**src/rtl/visaccum.sv**
```systemverilog
`default_nettype none
// ============================================================================
//  Module      : visaccum
//  Description : Ping-pong visibility integrator. Sums LENGTH-value frames
//                over COUNT frames into one bank while the other bank drains
//                on a valid/ready stream. A block that completes while the
//                previous one is still draining is dropped (sticky overflow).
//  Revision    : 1.0  initial release
// ============================================================================
module visaccum #(
    parameter int LENGTH = 3,
    parameter int WIDTH  = 7,
    parameter int ACCUM  = 24,
    parameter int COUNT  = 16
) (
    input  logic                    clock,
    input  logic                    reset,
    input  logic                    seq_valid_i,
    input  logic signed [WIDTH-1:0] seq_rdata_i,
    input  logic signed [WIDTH-1:0] seq_idata_i,
    output logic                    m_valid_o,
    input  logic                    m_ready_i,
    output logic                    m_last_o,
    output logic [ACCUM-1:0]        m_rdata_o,
    output logic [ACCUM-1:0]        m_idata_o,
    output logic                    overflow_o
);

    localparam int IDX_W = (LENGTH > 1) ? $clog2(LENGTH) : 1;
    localparam int FRM_W = (COUNT > 1) ? $clog2(COUNT) : 1;

    // Reject parameter sets where the accumulator could wrap in legal use
    generate
        if (ACCUM < WIDTH + $clog2(COUNT)) begin : g_bad_accum
            $error("visaccum: ACCUM must be >= WIDTH + clog2(COUNT)");
        end
        if (COUNT < 1) begin : g_bad_count
            $error("visaccum: COUNT must be >= 1");
        end
    endgenerate

    typedef enum logic [1:0] {
        RD_IDLE = 2'd0,
        RD_LOAD = 2'd1,
        RD_SEND = 2'd2
    } rd_state_e;

    rd_state_e          state_q, state_d;
    logic [IDX_W-1:0]   idx_q;
    logic [FRM_W-1:0]   frame_q;
    logic               wb_q;
    logic               overflow_q;
    logic               rb_q;
    logic [IDX_W-1:0]   ridx_q;
    logic [ACCUM-1:0]   rdata_q;
    logic [ACCUM-1:0]   idata_q;
    logic               last_q;

    // Bank storage: [bank][index]; contents need no reset
    logic [ACCUM-1:0]   bank_r_q [2][LENGTH];
    logic [ACCUM-1:0]   bank_i_q [2][LENGTH];

    logic [ACCUM-1:0]   in_r_ext;
    logic [ACCUM-1:0]   in_i_ext;
    logic               idx_last;
    logic               frame_last;
    logic               complete;
    logic               rd_idle;
    logic               ridx_last;

    assign in_r_ext   = ACCUM'(seq_rdata_i);
    assign in_i_ext   = ACCUM'(seq_idata_i);
    assign idx_last   = (idx_q == IDX_W'(LENGTH - 1));
    assign frame_last = (frame_q == FRM_W'(COUNT - 1));
    assign complete   = seq_valid_i && idx_last && frame_last;
    assign rd_idle    = (state_q == RD_IDLE);
    assign ridx_last  = (ridx_q == IDX_W'(LENGTH - 1));

    // Write-side position counters, bank select and sticky drop flag
    always_ff @(posedge clock or posedge reset) begin
        if (reset) begin
            idx_q      <= '0;
            frame_q    <= '0;
            wb_q       <= 1'b0;
            overflow_q <= 1'b0;
        end else if (seq_valid_i) begin
            if (idx_last) begin
                idx_q <= '0;
                if (frame_last) begin
                    frame_q <= '0;
                    // Busy reader: keep wb so the next block overwrites the dropped one
                    if (rd_idle) begin
                        wb_q <= ~wb_q;
                    end else begin
                        overflow_q <= 1'b1;
                    end
                end else begin
                    frame_q <= frame_q + FRM_W'(1);
                end
            end else begin
                idx_q <= idx_q + IDX_W'(1);
            end
        end
    end

    // Integrate into the write bank; frame 0 overwrites stale contents
    always_ff @(posedge clock) begin
        if (seq_valid_i) begin
            if (frame_q == '0) begin
                bank_r_q[wb_q][idx_q] <= in_r_ext;
                bank_i_q[wb_q][idx_q] <= in_i_ext;
            end else begin
                bank_r_q[wb_q][idx_q] <= bank_r_q[wb_q][idx_q] + in_r_ext;
                bank_i_q[wb_q][idx_q] <= bank_i_q[wb_q][idx_q] + in_i_ext;
            end
        end
    end

    // Read FSM state register
    always_ff @(posedge clock or posedge reset) begin
        if (reset) begin
            state_q <= RD_IDLE;
        end else begin
            state_q <= state_d;
        end
    end

    // Read FSM next-state: IDLE -> LOAD -> SEND -> (LOAD | IDLE)
    always_comb begin
        state_d = state_q;
        case (state_q)
            RD_IDLE: if (complete) state_d = RD_LOAD;
            RD_LOAD: state_d = RD_SEND;
            RD_SEND: if (m_ready_i) state_d = ridx_last ? RD_IDLE : RD_LOAD;
            default: state_d = RD_IDLE;
        endcase
    end

    // Read datapath: capture bank select, fetch in LOAD, hold while stalled in SEND
    always_ff @(posedge clock or posedge reset) begin
        if (reset) begin
            rb_q    <= 1'b0;
            ridx_q  <= '0;
            rdata_q <= '0;
            idata_q <= '0;
            last_q  <= 1'b0;
        end else begin
            case (state_q)
                RD_IDLE: begin
                    if (complete) begin
                        rb_q   <= wb_q;
                        ridx_q <= '0;
                    end
                end
                RD_LOAD: begin
                    rdata_q <= bank_r_q[rb_q][ridx_q];
                    idata_q <= bank_i_q[rb_q][ridx_q];
                    last_q  <= ridx_last;
                end
                RD_SEND: begin
                    if (m_ready_i) begin
                        ridx_q <= ridx_last ? '0 : ridx_q + IDX_W'(1);
                    end
                end
                default: begin
                    ridx_q <= '0;
                end
            endcase
        end
    end

    assign m_valid_o  = (state_q == RD_SEND);
    assign m_last_o   = last_q && m_valid_o;
    assign m_rdata_o  = rdata_q;
    assign m_idata_o  = idata_q;
    assign overflow_o = overflow_q;

endmodule
`default_nettype wire
```
**config.mk**
```make
export PLATFORM = sky130hd
export DESIGN_NAME = visaccum
export DESIGN_NICKNAME = d
export VERILOG_FILES = /design/src/rtl/visaccum.sv
export SDC_FILE = /design/constraint.sdc
export NUM_CORES = 1
export LEC_CHECK = 0
export ABC_AREA = 1
export CORE_MARGIN = 4
export CORE_UTILIZATION = 35
export DETAILED_ROUTE_END_ITERATION = 7
export DONT_BUFFER_PORTS = 1
export PLACE_DENSITY_LB_ADDON = 0.08
export SYNTH_ARGS = -nofsm -noshare
export SYNTH_HDL_FRONTEND = slang
export SYNTH_SLANG_ARGS = --single-unit
export TNS_END_PERCENT = 20
```
**constraint.sdc**
```tcl
create_clock -name clock -period 8.6 [get_ports clock]
set_input_delay 0 -clock clock [delete_from_list [all_inputs] [get_ports clock]]
set_output_delay 0 -clock clock [all_outputs]
set_load 0.005 [all_outputs]
```
==> results.sh <==
export IMPL_netlist_instances=2365
export IMPL_cp_required_ns=8.89
export IMPL_grt_setup_unrepaired="false"
export IMPL_fp_row_count=87
export IMPL_syn_to_final_growth_pct=11.36
export IMPL_die_h_um=247.5
export IMPL_grt_pass1_vias=16190
export IMPL_period_share_pct=56.02
export IMPL_hp_class="input port to register"
export IMPL_synth_flop_cell="edfxtp_1"
export IMPL_post_cts_buffers=0
export IMPL_fmax_mhz=207.6
export IMPL_placed_cell_area_um2=20700
export IMPL_start_util_pct=35.46
export IMPL_clkLatencyLatePin_ns=0.58
export IMPL_end_kind="register"
export IMPL_cts_tree="built"
export IMPL_final_util_pct=39.49
export IMPL_clockBufferDepth=3
export IMPL_fin_crit_ns=4.818
export IMPL_worstHoldStart="seq_idata_i[6]"
export IMPL_drv_slew=0
export IMPL_synth_top_area_share_pct=43.09
export IMPL_peakVddDrop_uv=152.8
export IMPL_port_buffers=0
export IMPL_synth_edf_count=288
export IMPL_cts_inserted_buffers=44
export IMPL_p_leak_nw=8.972
export IMPL_gp_congestion=0.8988
export IMPL_grt_use_total_pct=22.49
export IMPL_start_kind="register"
export IMPL_dieArea_um2=61240
export IMPL_n_fill_cell=5746
export IMPL_grt_max_degree=90
export IMPL_vias=16950
export IMPL_drc=0
export IMPL_synth_cell_types=39
export IMPL_tns_ns=0
export IMPL_fp_dieW_um=247.5
export IMPL_regToRegStartpoint="wb_q"
export IMPL_grt_use_met2_pct=33.87
export IMPL_clock_tree_htree_level_count=2
export IMPL_status="finished, final reports clean"
export IMPL_antenna_found_initial=0
export IMPL_drive_gt1_share_pct=5.751
export IMPL_rrSetupSlack_ns=3.78
export IMPL_synth_seq_area_share_pct=50.82
export IMPL_grt_pass1_wl_mm=103.6
export IMPL_nets=2397
export IMPL_slew_headroom_pct=19.63
export IMPL_maxCapViolCount=0
export IMPL_n_antenna_cell=0
export IMPL_yosysTopAreaCell="edfxtp_1"
export IMPL_reg2reg_depth=15
export IMPL_io_pins=69
export IMPL_cts_root_buf="clkbuf_16"
export IMPL_cp_data_arrival_time_ns=5.11
export IMPL_ys_ff_latch=350
export IMPL_worst_pin_slew_ns=1.203
export IMPL_grt_busiest_layer="met2"
export IMPL_synth_area_leaders="edfxtp_1, nand2_1, dfrtp_1"
export IMPL_drt_wl_total_mm=69.52
export IMPL_holdPathStages=4
export IMPL_viasPerCell=5.431
export IMPL_cts_sink_count=350
export IMPL_path_class="register to register"
export IMPL_drt_iter0_drc=1583
export IMPL_dp_hpwl_mm=40.62
export IMPL_synth_most_common_cell="nand2_1"
export IMPL_hold_end="bank_i_q[0][9]"
export IMPL_yosys_warnings=0
export IMPL_holdWs_ns=0.04716
export IMPL_path_clk_slew_ns=0.06
export IMPL_firstDrtPassIters=6
export IMPL_grt_use_met3_pct=4.116
export IMPL_grt_util_met1_pct=33.81
export IMPL_worst_path_max_fanout=89
export IMPL_synth_area_um2=20070
export IMPL_synthArstFlopShare_pct=17.71
export IMPL_setup_viol=0
export IMPL_grt_overflow=0
export IMPL_power_density_nw_per_um2=375.6
export IMPL_drt_wirelength_per_cell_um=22.27
export IMPL_syn_nets=2433
export IMPL_skew_ns=0.02518
export IMPL_core_area_um2=56600
export IMPL_ant_nets=0
export IMPL_synthTopCellsByCount="nand2_1, edfxtp_1, o21ai_0"
export IMPL_hold_violations=0
export IMPL_synth_avg_cell_area_um2=8.486
export IMPL_post_route_cell_area_um2=22350
export IMPL_timing_rr_end="bank_r_q[1][64]"
==> cell type report <==
class | count | area, µm² | area share [%]
Clock inverter | 17 | 173.9 | 0.7781
Inverter | 272 | 1028 | 4.601
Clock buffer | 65 | 1271 | 5.687
Multi-Input combinational cell | 1616 | 8327 | 37.25
Sequential cell | 350 | 10210 | 45.67
Tap cell | 756 | 945.9 | 4.232
Timing Repair Buffer | 45 | 397.9 | 1.780
==> cells in the final DEF, fill, tap and decap left out, types with 4 or more instances in the layout <==
cell | netlist | final
clkinv_1 | 0 | 5
o211ai_1 | 29 | 29
edfxtp_1 | 288 | 288
buf_4 | 4 | 25
a21oi_1 | 149 | 149
o21ai_0 | 284 | 284
xnor2_1 | 10 | 10
dfrtp_1 | 62 | 60
nor2_4 | 4 | 13
inv_1 | 264 | 260
xor2_1 | 6 | 6
a41oi_1 | 48 | 48
dlygate4sd3_1 | 0 | 19
nand2_4 | 5 | 5
inv_2 | 7 | 8
nand3_1 | 140 | 140
nand4_1 | 15 | 15
clkbuf_1 | 57 | 13
o21ai_1 | 29 | 29
or2_2 | 8 | 8
nand2_1 | 490 | 490
clkinv_2 | 0 | 4
nand3b_1 | 14 | 14
ha_1 | 48 | 48
clkbuf_8 | 0 | 7
clkbuf_16 | 0 | 45
nor4_1 | 6 | 6
nor2_1 | 245 | 237
o221ai_1 | 46 | 46
o21a_1 | 20 | 20
==> worst max path at each step <==
stage / from / to / depth (start not counted) / slack, ns
detailed placement: wb_q / bank_r_q[0][40] / 15 / 3.83
finish: wb_q / bank_r_q[1][64] / 15 / 3.78
floorplan: wb_q / bank_i_q[1][48] / 4 / 5.28
global placement: wb_q / bank_r_q[0][16] / 15 / 3.94
CTS: wb_q / bank_r_q[0][40] / 15 / 3.81
global route: wb_q / bank_r_q[0][64] / 15 / 3.44
==> routing by layer <==
layer | part of all wire, % | routed length, µm
met5 | 0 | 0
met4 | 1.8 | 1238
met3 | 7.4 | 5119
met2 | 43 | 29760
met1 | 48 | 33400
==> critical path, cell delays in order (launching register included) <==
cell	delay, ns
dfrtp_4	0.77
buf_4	0.84
buf_4	0.61
a21oi_1	0.13
o21ai_0	0.11
o221ai_1	0.14
ha_1	0.26
fa_1	0.48
nand3_1	0.11
nand3_1	0.21
nand2_1	0.13
nand3_1	0.17
nand2_1	0.19
nand3b_1	0.14
nand3_1	0.11
nand2_1	0.09
==> timing repair <==
item / 4_1_cts / 5_1_grt
hold endpoints to repair: 282 / 0
gates resized for setup: 0 / 0
setup endpoints to repair: 0 / 0
hold buffers: 20 / 0
==> metrics by stage <==
step           total power, W  worst slack, ns  instances
3_5_place_dp         0.006528            3.825       3019
5_1_grt              0.009019            3.445       3121
6_report             0.008395            3.782       3121
4_1_cts              0.008425            3.810       3121
2_1_floorplan        0.005240            5.284       2365
3_3_place_gp         0.006510            3.941       3019
==> flip-flops by register name, summed over array words and instances (netlist names) <==
signal	count
last_q	1
ridx_q	2
bank_r_q	144
m_idata_o	24
m_rdata_o	24
state_q	2
bank_i_q	144
idx_q	2
rb_q	1
frame_q	4
wb_q	1
overflow_o	1
==> power breakdown <==
| part | total (W) | switching (W) | leakage, nW | internal, W |
|---|---|---|---|---|
| combinational | 0.00396 | 0.00282 | 4.92 | 0.00114 |
| sequential | 0.00257 | 0.000257 | 3.36 | 0.00232 |
| clock | 0.00186 | 0.000746 | 0.696 | 0.00111 |
==> logic make-up after synthesis <==
group	count (synthesis)	share of synthesized area, %
buffers and inverters	399	8.017
AND/OR/NAND/NOR	940	19.64
adder cells (fa/ha/maj)	50	3.192
flip-flops	350	50.82
XOR/XNOR	16	0.6982
AO/OA/AOI/OAI	610	17.64
Note: power is estimated with default switching activity, not from simulation.
